[src/rtl/amc_frame_sched_pkg.sv]
// amc_pkg: shared types for the frame-boundary AMC scheduler.
//   amc_mode_e     - modulation modes understood by the mapper
//   sched_state_e  - scheduler FSM states
//   amc_mode_legal - true for modes the mapper implements (BPSK, QPSK)
package amc_pkg;

  localparam int unsigned MODE_W       = 3;
  localparam int unsigned SETTLE_CNT_W = 4;

  typedef enum logic [MODE_W-1:0] {
    AMC_BPSK = 3'd0,
    AMC_QPSK = 3'd1
  } amc_mode_e;

  typedef enum logic [1:0] {
    ST_IDLE   = 2'd0,
    ST_APPLY  = 2'd1,
    ST_SETTLE = 2'd2,
    ST_PASS   = 2'd3
  } sched_state_e;

  function automatic logic amc_mode_legal(input logic [MODE_W-1:0] mode);
    return (mode == AMC_BPSK) || (mode == AMC_QPSK);
  endfunction

endpackage

[src/rtl/amc_frame_sched_fifo.sv]
// amc_mode_fifo: synchronous FIFO holding pending per-frame mode requests.
// Ports:
//   clk_i, rst_i     clock, synchronous active-high reset (flushes the FIFO)
//   push_i, din_i    write strobe / data (ignored when full)
//   pop_i, dout_o    read strobe (ignored when empty) / head entry
//   full_o, empty_o  occupancy flags
//   count_o          occupancy, one bit wider than the pointers
module amc_mode_fifo #(
  parameter int unsigned DEPTH = 4,
  parameter int unsigned WIDTH = 3
) (
  input  logic                     clk_i,
  input  logic                     rst_i,
  input  logic                     push_i,
  input  logic [WIDTH-1:0]         din_i,
  input  logic                     pop_i,
  output logic [WIDTH-1:0]         dout_o,
  output logic                     full_o,
  output logic                     empty_o,
  output logic [$clog2(DEPTH):0]   count_o
);

  localparam int unsigned AW = $clog2(DEPTH);

  logic [WIDTH-1:0] mem_q [DEPTH];
  logic [AW-1:0]    wr_ptr_q;
  logic [AW-1:0]    rd_ptr_q;
  logic [AW:0]      count_q;
  logic             do_push;
  logic             do_pop;

  assign do_push = push_i & ~full_o;
  assign do_pop  = pop_i & ~empty_o;

  // Depth is a power of two, so the pointers wrap by plain overflow.
  always_ff @(posedge clk_i) begin
    if (rst_i) begin
      wr_ptr_q <= '0;
      rd_ptr_q <= '0;
      count_q  <= '0;
    end else begin
      if (do_push) wr_ptr_q <= wr_ptr_q + AW'(1);
      if (do_pop)  rd_ptr_q <= rd_ptr_q + AW'(1);
      case ({do_push, do_pop})
        2'b10:   count_q <= count_q + (AW+1)'(1);
        2'b01:   count_q <= count_q - (AW+1)'(1);
        default: count_q <= count_q;
      endcase
    end
  end

  always_ff @(posedge clk_i) begin
    if (do_push) mem_q[wr_ptr_q] <= din_i;
  end

  assign dout_o  = mem_q[rd_ptr_q];
  assign full_o  = (count_q == (AW+1)'(DEPTH));
  assign empty_o = (count_q == '0);
  assign count_o = count_q;

endmodule

[src/rtl/amc_frame_sched.sv]
// amc_frame_sched: applies queued AMC mode requests to the mapper only on
// frame boundaries, waits a settle interval, then passes one TLAST-terminated
// byte frame from upstream to the mapper.
// Ports:
//   clk_bb, rst                         clock, synchronous active-high reset
//   req_mode/req_valid/req_ready        mode request queue input
//   s_valid/s_ready/s_data/s_last       upstream byte stream
//   m_valid/m_ready/m_data/m_last       mapper byte stream
//   amc_mode_o/amc_mode_valid_o         mode to mapper, one-cycle apply pulse
//   cur_mode                            mode of the frame in flight
//   err_bad_mode                        sticky: a reserved mode was popped
//   busy                                FSM not in IDLE
// Optional build macro AMC_FRAME_SCHED_STATS_EN adds stat_frames,
// stat_bytes and stat_def_used counters (all wrap, reset to 0).
//
// state  | meaning
// IDLE   | waiting for the first byte of a frame; upstream stalled
// APPLY  | apply pulse on amc_mode_o, settle counter loaded
// SETTLE | mapper settling after the mode change
// PASS   | frame bytes pass through combinationally until TLAST
module amc_frame_sched
  import amc_pkg::*;
#(
  parameter int unsigned          QDEPTH   = 4,
  parameter int unsigned          SETTLE   = 2,
  parameter logic [MODE_W-1:0]    DEF_MODE = 3'd0
) (
  input  logic              clk_bb,
  input  logic              rst,
  input  logic [MODE_W-1:0] req_mode,
  input  logic              req_valid,
  output logic              req_ready,
  input  logic              s_valid,
  output logic              s_ready,
  input  logic [7:0]        s_data,
  input  logic              s_last,
  output logic              m_valid,
  input  logic              m_ready,
  output logic [7:0]        m_data,
  output logic              m_last,
  output logic [MODE_W-1:0] amc_mode_o,
  output logic              amc_mode_valid_o,
  output logic [MODE_W-1:0] cur_mode,
  output logic              err_bad_mode,
  output logic              busy
`ifdef AMC_FRAME_SCHED_STATS_EN
  ,
  output logic [31:0]       stat_frames,
  output logic [31:0]       stat_bytes,
  output logic [15:0]       stat_def_used
`endif
);

  localparam int unsigned CNT_W = $clog2(QDEPTH) + 1;
  localparam logic [SETTLE_CNT_W-1:0] SETTLE_LOAD =
    (SETTLE > 0) ? SETTLE_CNT_W'(SETTLE - 1) : '0;

  sched_state_e             state_q;
  logic [SETTLE_CNT_W-1:0]  settle_cnt_q;
  logic [MODE_W-1:0]        amc_mode_q;
  logic                     amc_mode_valid_q;
  logic [MODE_W-1:0]        cur_mode_q;
  logic                     err_bad_mode_q;

  logic                     fifo_push;
  logic                     fifo_pop;
  logic [MODE_W-1:0]        fifo_dout;
  logic                     fifo_full;
  logic                     fifo_empty;
  logic [CNT_W-1:0]         unused_fifo_count;

  logic                     frame_start;
  logic                     in_pass;
  logic                     beat;
  logic                     bad_pop_d;
  logic [MODE_W-1:0]        mode_sel_d;

  assign frame_start = (state_q == ST_IDLE) & s_valid;
  assign in_pass     = (state_q == ST_PASS);
  assign beat        = in_pass & s_valid & m_ready;

  assign req_ready = ~fifo_full;
  assign fifo_push = req_valid & req_ready;
  // The mode decision (and its pop) is committed on the IDLE->APPLY edge so
  // the registered pulse is already on the outputs during the APPLY cycle.
  // A push landing in that same cycle into an empty FIFO is left for the
  // next frame.
  assign fifo_pop  = frame_start & ~fifo_empty;

  always_comb begin
    bad_pop_d  = 1'b0;
    mode_sel_d = DEF_MODE;
    if (!fifo_empty) begin
      if (amc_mode_legal(fifo_dout)) begin
        mode_sel_d = fifo_dout;
      end else begin
        bad_pop_d  = 1'b1;
      end
    end
  end

  amc_mode_fifo #(
    .DEPTH (QDEPTH),
    .WIDTH (MODE_W)
  ) u_fifo (
    .clk_i   (clk_bb),
    .rst_i   (rst),
    .push_i  (fifo_push),
    .din_i   (req_mode),
    .pop_i   (fifo_pop),
    .dout_o  (fifo_dout),
    .full_o  (fifo_full),
    .empty_o (fifo_empty),
    .count_o (unused_fifo_count)
  );

  always_ff @(posedge clk_bb) begin
    if (rst) begin
      state_q          <= ST_IDLE;
      settle_cnt_q     <= '0;
      amc_mode_q       <= DEF_MODE;
      amc_mode_valid_q <= 1'b0;
      cur_mode_q       <= DEF_MODE;
      err_bad_mode_q   <= 1'b0;
    end else begin
      amc_mode_valid_q <= 1'b0;
      case (state_q)
        ST_IDLE: begin
          if (s_valid) begin
            state_q          <= ST_APPLY;
            amc_mode_q       <= mode_sel_d;
            amc_mode_valid_q <= 1'b1;
            cur_mode_q       <= mode_sel_d;
            if (bad_pop_d) err_bad_mode_q <= 1'b1;
          end
        end
        ST_APPLY: begin
          if (SETTLE > 0) begin
            state_q      <= ST_SETTLE;
            settle_cnt_q <= SETTLE_LOAD;
          end else begin
            state_q      <= ST_PASS;
          end
        end
        ST_SETTLE: begin
          if (settle_cnt_q == '0) begin
            state_q <= ST_PASS;
          end else begin
            settle_cnt_q <= settle_cnt_q - SETTLE_CNT_W'(1);
          end
        end
        ST_PASS: begin
          if (beat & s_last) state_q <= ST_IDLE;
        end
        default: state_q <= ST_IDLE;
      endcase
    end
  end

  assign m_valid          = in_pass & s_valid;
  assign s_ready          = in_pass & m_ready;
  assign m_data           = in_pass ? s_data : 8'd0;
  assign m_last           = in_pass & s_last;
  assign amc_mode_o       = amc_mode_q;
  assign amc_mode_valid_o = amc_mode_valid_q;
  assign cur_mode         = cur_mode_q;
  assign err_bad_mode     = err_bad_mode_q;
  assign busy             = (state_q != ST_IDLE);

`ifdef AMC_FRAME_SCHED_STATS_EN
  logic [31:0] stat_frames_q;
  logic [31:0] stat_bytes_q;
  logic [15:0] stat_def_used_q;

  always_ff @(posedge clk_bb) begin
    if (rst) begin
      stat_frames_q   <= '0;
      stat_bytes_q    <= '0;
      stat_def_used_q <= '0;
    end else begin
      if (beat)                     stat_bytes_q    <= stat_bytes_q + 32'd1;
      if (beat & s_last)            stat_frames_q   <= stat_frames_q + 32'd1;
      if (frame_start & fifo_empty) stat_def_used_q <= stat_def_used_q + 16'd1;
    end
  end

  assign stat_frames   = stat_frames_q;
  assign stat_bytes    = stat_bytes_q;
  assign stat_def_used = stat_def_used_q;
`endif

endmodule

[config.mk]
export PLATFORM = sky130hd
export DESIGN_NAME = amc_frame_sched
export DESIGN_NICKNAME = d
export VERILOG_FILES = /design/src/rtl/amc_frame_sched_pkg.sv /design/src/rtl/amc_frame_sched_fifo.sv /design/src/rtl/amc_frame_sched.sv
export SDC_FILE = /design/constraint.sdc
export NUM_CORES = 1
export LEC_CHECK = 0
export ABC_AREA = 1
export CAP_MARGIN = 20
export CORE_MARGIN = 2
export CORE_UTILIZATION = 40
export DETAILED_ROUTE_END_ITERATION = 6
export PLACE_DENSITY = 0.73
export SETUP_SLACK_MARGIN = 0.15
export SLEW_MARGIN = 20
export SYNTH_ARGS = -nofsm -noshare
export SYNTH_HDL_FRONTEND = slang
export SYNTH_HIERARCHICAL = 1
export SYNTH_SLANG_ARGS = --single-unit
export TNS_END_PERCENT = 1
[constraint.sdc]
create_clock -name clk_bb -period 6 [get_ports clk_bb]
set_input_delay 1.2 -clock clk_bb [delete_from_list [all_inputs] [get_ports clk_bb]]
set_output_delay 1.2 -clock clk_bb [all_outputs]
set_load 0.02 [all_outputs]
### Word level (Yosys, flattened, before mapping)

Memory sizes are Yosys's and may differ from the RTL's. A register that Yosys moved wholly into a read port is not among the register bits.
Index checks and enable logic that the tools add are counted.

| word-level totals | value |
|---|---|
| output and inout bits | 21 |
| memory bits (writable) | 12 |
| memories | 1 |
| word-level logic and storage cells | 68 |
| input port bits | 17 |
| flip-flop bits (word level) | 18 |

Memories:

| name | depth | bits a word | read ports | clocked after memory_dff | wr ports | line | source |
|---|---|---|---|---|---|---|---|
| u_fifo.mem_q | 4 | 3 | 1 | 1 | 1 | amc_frame_sched_fifo.sv:25 | `logic [WIDTH-1:0] mem_q [DEPTH];` |

| operators by class | value |
|---|---|
| bitwise gates (word level) | 13 |
| add/sub/neg operators | 5 |
| equality and inequality tests | 11 |
| mux-type cells | 17 |
| reductions and logical operators | 13 |

Operator list:

| kind | count |
|---|---|
| $and A1 B1 Y1 | 10 |
| $mux W2 | 5 |
| $mux W8 | 1 |
| $pmux W2 S4 | 1 |
| $pmux W4 S2 | 1 |
| $eq A2 B2 Y1 const B | 3 |
| $logic_not A3 Y1 | 2 |
| $mux W3 | 2 |
| $ne A2 B2 Y1 const B | 3 |
| $pmux W3 S2 | 1 |
| $reduce_and A3 Y1 | 2 |
| $reduce_bool A2 Y1 | 3 |
| $mux W1 | 5 |
| $add A2 B1 Y2 const B | 2 |
| $eq A2 B1 Y1 const B | 2 |
| $logic_not A4 Y1 | 1 |
| $mux W4 | 1 |
| $reduce_and A2 Y1 | 2 |
| $sub A4 B1 Y4 const B | 1 |
| $add A3 B1 Y3 const B | 1 |
| $eq A3 B1 Y1 const B | 1 |
| $eq A3 B3 Y1 const B | 1 |
| $not A1 Y1 | 3 |
| $sub A3 B1 Y3 const B | 1 |
| other kinds (4) | 4 |

### Depth between registers and ports, before layout

| logic depth | value |
|---|---|
| depth after elaboration | 6 |
| mapped depth | 15 |
| gate-level depth less buffers | 15 |

### By module

The synthesis kept the hierarchy.

Modules (own cells, without submodules):

| module | seq. area each (µm²) | area each (µm²) | instances | cells an instance |
|---|---|---|---|---|
| amc_mode_fifo | 540.5 | 953.4 | 1 | 99 |
| amc_frame_sched | 220.2 | 711.9 | 1 | 107 |

### Worst setup path after synthesis

OpenSTA, ideal clock, no wires.

| path | value |
|---|---|
| path kind | input -> output |
| from | input port s_data[0] |
| to | output port m_data[0] |
| stages on the path | 2 |
| arrival time | 1.370 ns |
| path buffers | 0 |
| required time | 4.800 ns |
| path slack | 3.430 ns |
| path through | nand2_1 inv_1 |

| on the way | value |
|---|---|
| cells in the longest elaborated chain, start to end | 1 |

RTL lines:

| what | line | source |
|---|---|---|
| start: declaration | amc_frame_sched.sv:35 | `input logic [7:0] s_data,` |
| $mux W8 | amc_frame_sched.sv:162 | `assign m_data = in_pass ? s_data : 8'd0;` |
| end: declaration | amc_frame_sched.sv:39 | `output logic [7:0] m_data,` |

No other way between the ends.

### Worst setup path in the final report

| path | value |
|---|---|
| from | input port s_valid |
| to | output port m_valid |

| on the way | value |
|---|---|
| cells in the longest elaborated chain, start to end | 1 |

RTL lines:

| what | line | source |
|---|---|---|
| start: declaration | amc_frame_sched.sv:33 | `input logic s_valid,` |
| $and A1 B1 Y1 | amc_frame_sched.sv:160 | `assign m_valid = in_pass & s_valid;` |
| end: declaration | amc_frame_sched.sv:37 | `output logic m_valid,` |

No other way between the ends.

==> results.sh <==
export IMPL_status="complete, no violations"
export IMPL_synth_enable_flop_cells=12
export IMPL_whs_ns=0.464
export IMPL_rsz0062_at_grt="no"
export IMPL_cap_violations=0
export IMPL_drt_pass1_iter_count=4
export IMPL_synth_area_um2=1670
export IMPL_rows=23
export IMPL_clk_latency_ns=0.28
export IMPL_place_congestion=0.692
export IMPL_crit_arrival_ns=2.43
export IMPL_post_route_period_util_pct=60.6
export IMPL_grt_max_degree=13
export IMPL_netlist_top_cells_count="inv_1 (41), nand2_1 (35), nor2_1 (25)"
export IMPL_syn_to_final_growth_pct=29.8
export IMPL_drcViolationCount=0
export IMPL_diodes=0
export IMPL_required_ns=4.80
export IMPL_worstSetupEndpointType="output pin"
export IMPL_antenna_found_initial=0
export IMPL_final_antenna_net_count=0
export IMPL_totalWireLength_um=2990
export IMPL_crit_type="in2out"
export IMPL_timing_rr_start="state_q[1]"
export IMPL_stdcell_area_um2=2160
export IMPL_synth_top_area_cell="dfxtp_1"
export IMPL_syn_inst=206
export IMPL_syn_area_per_cell_um2=8.08
export IMPL_die_h_um=68.5
export IMPL_leakage_nw=1.00
export IMPL_drive_gt1_share_pct=8.91
export IMPL_cts_sinks=32
export IMPL_root_buffer="clkbuf_8"
export IMPL_yosysWarnings=6
export IMPL_worst_pin_slew_ns=0.481
export IMPL_grtUsageTotal_pct=14.2
export IMPL_worstPathMaxFanout=4
export IMPL_maxSlewHeadroom_pct=67.8
export IMPL_hpwl_um=2310
export IMPL_p_per_area_nw_per_um2=352
export IMPL_clock_path_buffers=2
export IMPL_synth_most_common_cell="inv_1"
export IMPL_cts_resized_gates=0
export IMPL_finalHoldViolCount=0
export IMPL_pre_cts_ws_ns=2.36
export IMPL_fin_skew_ns=0.00269
export IMPL_min_from="cur_mode[2]"
export IMPL_min_path_type="reg2reg"
export IMPL_num_vias=1321
export IMPL_synth_cell_types=24
export IMPL_start_util_pct=41.6
export IMPL_cp_start_kind="input pin"
export IMPL_io_pins=38
export IMPL_ys_seq_area_share_pct=45.7
export IMPL_synth_net_count=235
export IMPL_holdPathStages=2
export IMPL_htree_levels=2
export IMPL_die_area_um2=4700
export IMPL_fin_ws_ns=2.37
export IMPL_setup_viol=0
export IMPL_crit_start="s_valid"
export IMPL_vias_per_cell=4.45
export IMPL_ir_drop_v=0.000119
export IMPL_hold_buffers=0
export IMPL_synth_ff_type="dfxtp_1"
export IMPL_coreArea_um2=4000
export IMPL_period_minus_slack_ns=3.63
export IMPL_cts_clk_slew_worst_paths_ns=0.06
export IMPL_drtIter0Drc=56
export IMPL_p_total_mw=0.762
export IMPL_die_x_um=68.5
export IMPL_overflow=0
export IMPL_nets=275
export IMPL_post_cts_buffers=0
export IMPL_cts_tree="built"
export IMPL_drv_slew=0
export IMPL_post_dp_cell_area_um2=2070
export IMPL_wl_per_cell_um=10.1
export IMPL_synth_seq_cells=32
export IMPL_final_setup_tns_ns=0
export IMPL_num_fill_cells=390
export IMPL_numCtsBuffers=5
export IMPL_grt_pass1_wl_um=4800
export IMPL_yosys_top_cells_area="dfxtp_1 (24%), edfxtp_1 (22%), inv_1 (9.2%)"
export IMPL_grt_pass1_vias=1163
export IMPL_worstRegToRegCells=15
export IMPL_fmax_ghz=0.275
export IMPL_yosysTopAreaCellShare_pct=24.0
export IMPL_async_flop_share_pct=0
export IMPL_portBuffers=37
final cells by class:
| class | count | area (µm²) | area share, % |
|---|---|---|---|
| inverter | 47 | 190 | 8.80 |
| clock buffer | 8 | 90.1 | 4.17 |
| multi-input combinational | 123 | 687 | 31.8 |
| sequential | 32 | 761 | 35.2 |
| timing repair buffer | 37 | 370 | 17.1 |
| tap | 50 | 62.6 | 2.90 |
metrics by stage:
stage / util [%] / std cells
2_1_floorplan: - / 206
3_3_place_gp: 51.8 / 289
3_5_place_dp: 51.8 / 289
4_1_cts: 54.0 / 297
5_1_grt: 54.0 / 297
6_report: 54.0 / 297
cell usage in the layout, fill, tap and decap left out:
master           instances
o22ai_1                  3
nand2_4                  3
clkbuf_8                 6
clkdlybuf4s50_1         37
nand2_1                 35
edfxtp_1                12
nand3_1                 13
nand3_2                  1
nand4_1                  1
clkbuf_1                 2
a22oi_1                  1
nor2_2                   3
nor2_1                  25
inv_2                    4
inv_1                   41
fa_1                     1
o21ai_0                  9
nor2_4                   1
a21oi_1                 10
dfxtp_1                 20
or2_1                    3
clkinv_1                 1
ha_1                    11
bufinv_8                 1
nand2_2                  3
critical path, cell delays in order:
cell and delay [ns]:
clkdlybuf4s50_1 0.52, nand2_1 0.06, inv_1 0.06, clkdlybuf4s50_1 0.59
state kept, by name (all words and copies together) (netlist names), named ones only:
signal,count
state_q,2
settle_cnt_q,4
u_fifo/wr_ptr_q,2
err_bad_mode,1
u_fifo/count_o,3
u_fifo/rd_ptr_q,2
amc_mode_valid_o,1
u_fifo/mem_q,12
cur_mode,3
worst paths after layout:
kind                                          end  slack [ns]
worst max-delay path                      m_valid        2.37
worst min-delay path                  cur_mode[2]        0.46
worst max register to register  u_fifo/count_o[2]        3.77
worst min register to register        cur_mode[2]        0.46
kinds of logic after synthesis:
| logic type | after synthesis | synth area share (%) |
|---|---|---|
| and+or+nand+nor | 88 | 24.5 |
| AOI/OAI and AO/OA | 23 | 7.29 |
| adders and majority gates | 12 | 9.47 |
| buffers and inverters | 51 | 13.1 |
| DFF | 32 | 45.7 |
layer usage:
layer / GRT usage [%] / vias to the layer above / routed length, µm / share of wire, %
met3: 3.90 / 5 / 122 / 4.1
met4: 9.00 / 0 / 47 / 1.6
met1: 15.7 / 577 / 1370 / 46
met5: 0 / - / 0 / 0
li1: - / 713 / - / -
met2: 24.0 / 26 / 1450 / 49
where the power goes:
part | leakage, nW | total (mW) | internal [mW] | switching (mW)
Combinational | 0.683 | 0.305 | 0.132 | 0.173
Clock | 0.0455 | 0.167 | 0.0934 | 0.0737
Sequential | 0.273 | 0.289 | 0.262 | 0.0273
No activity file was read; power rests on OpenSTA's default activity.
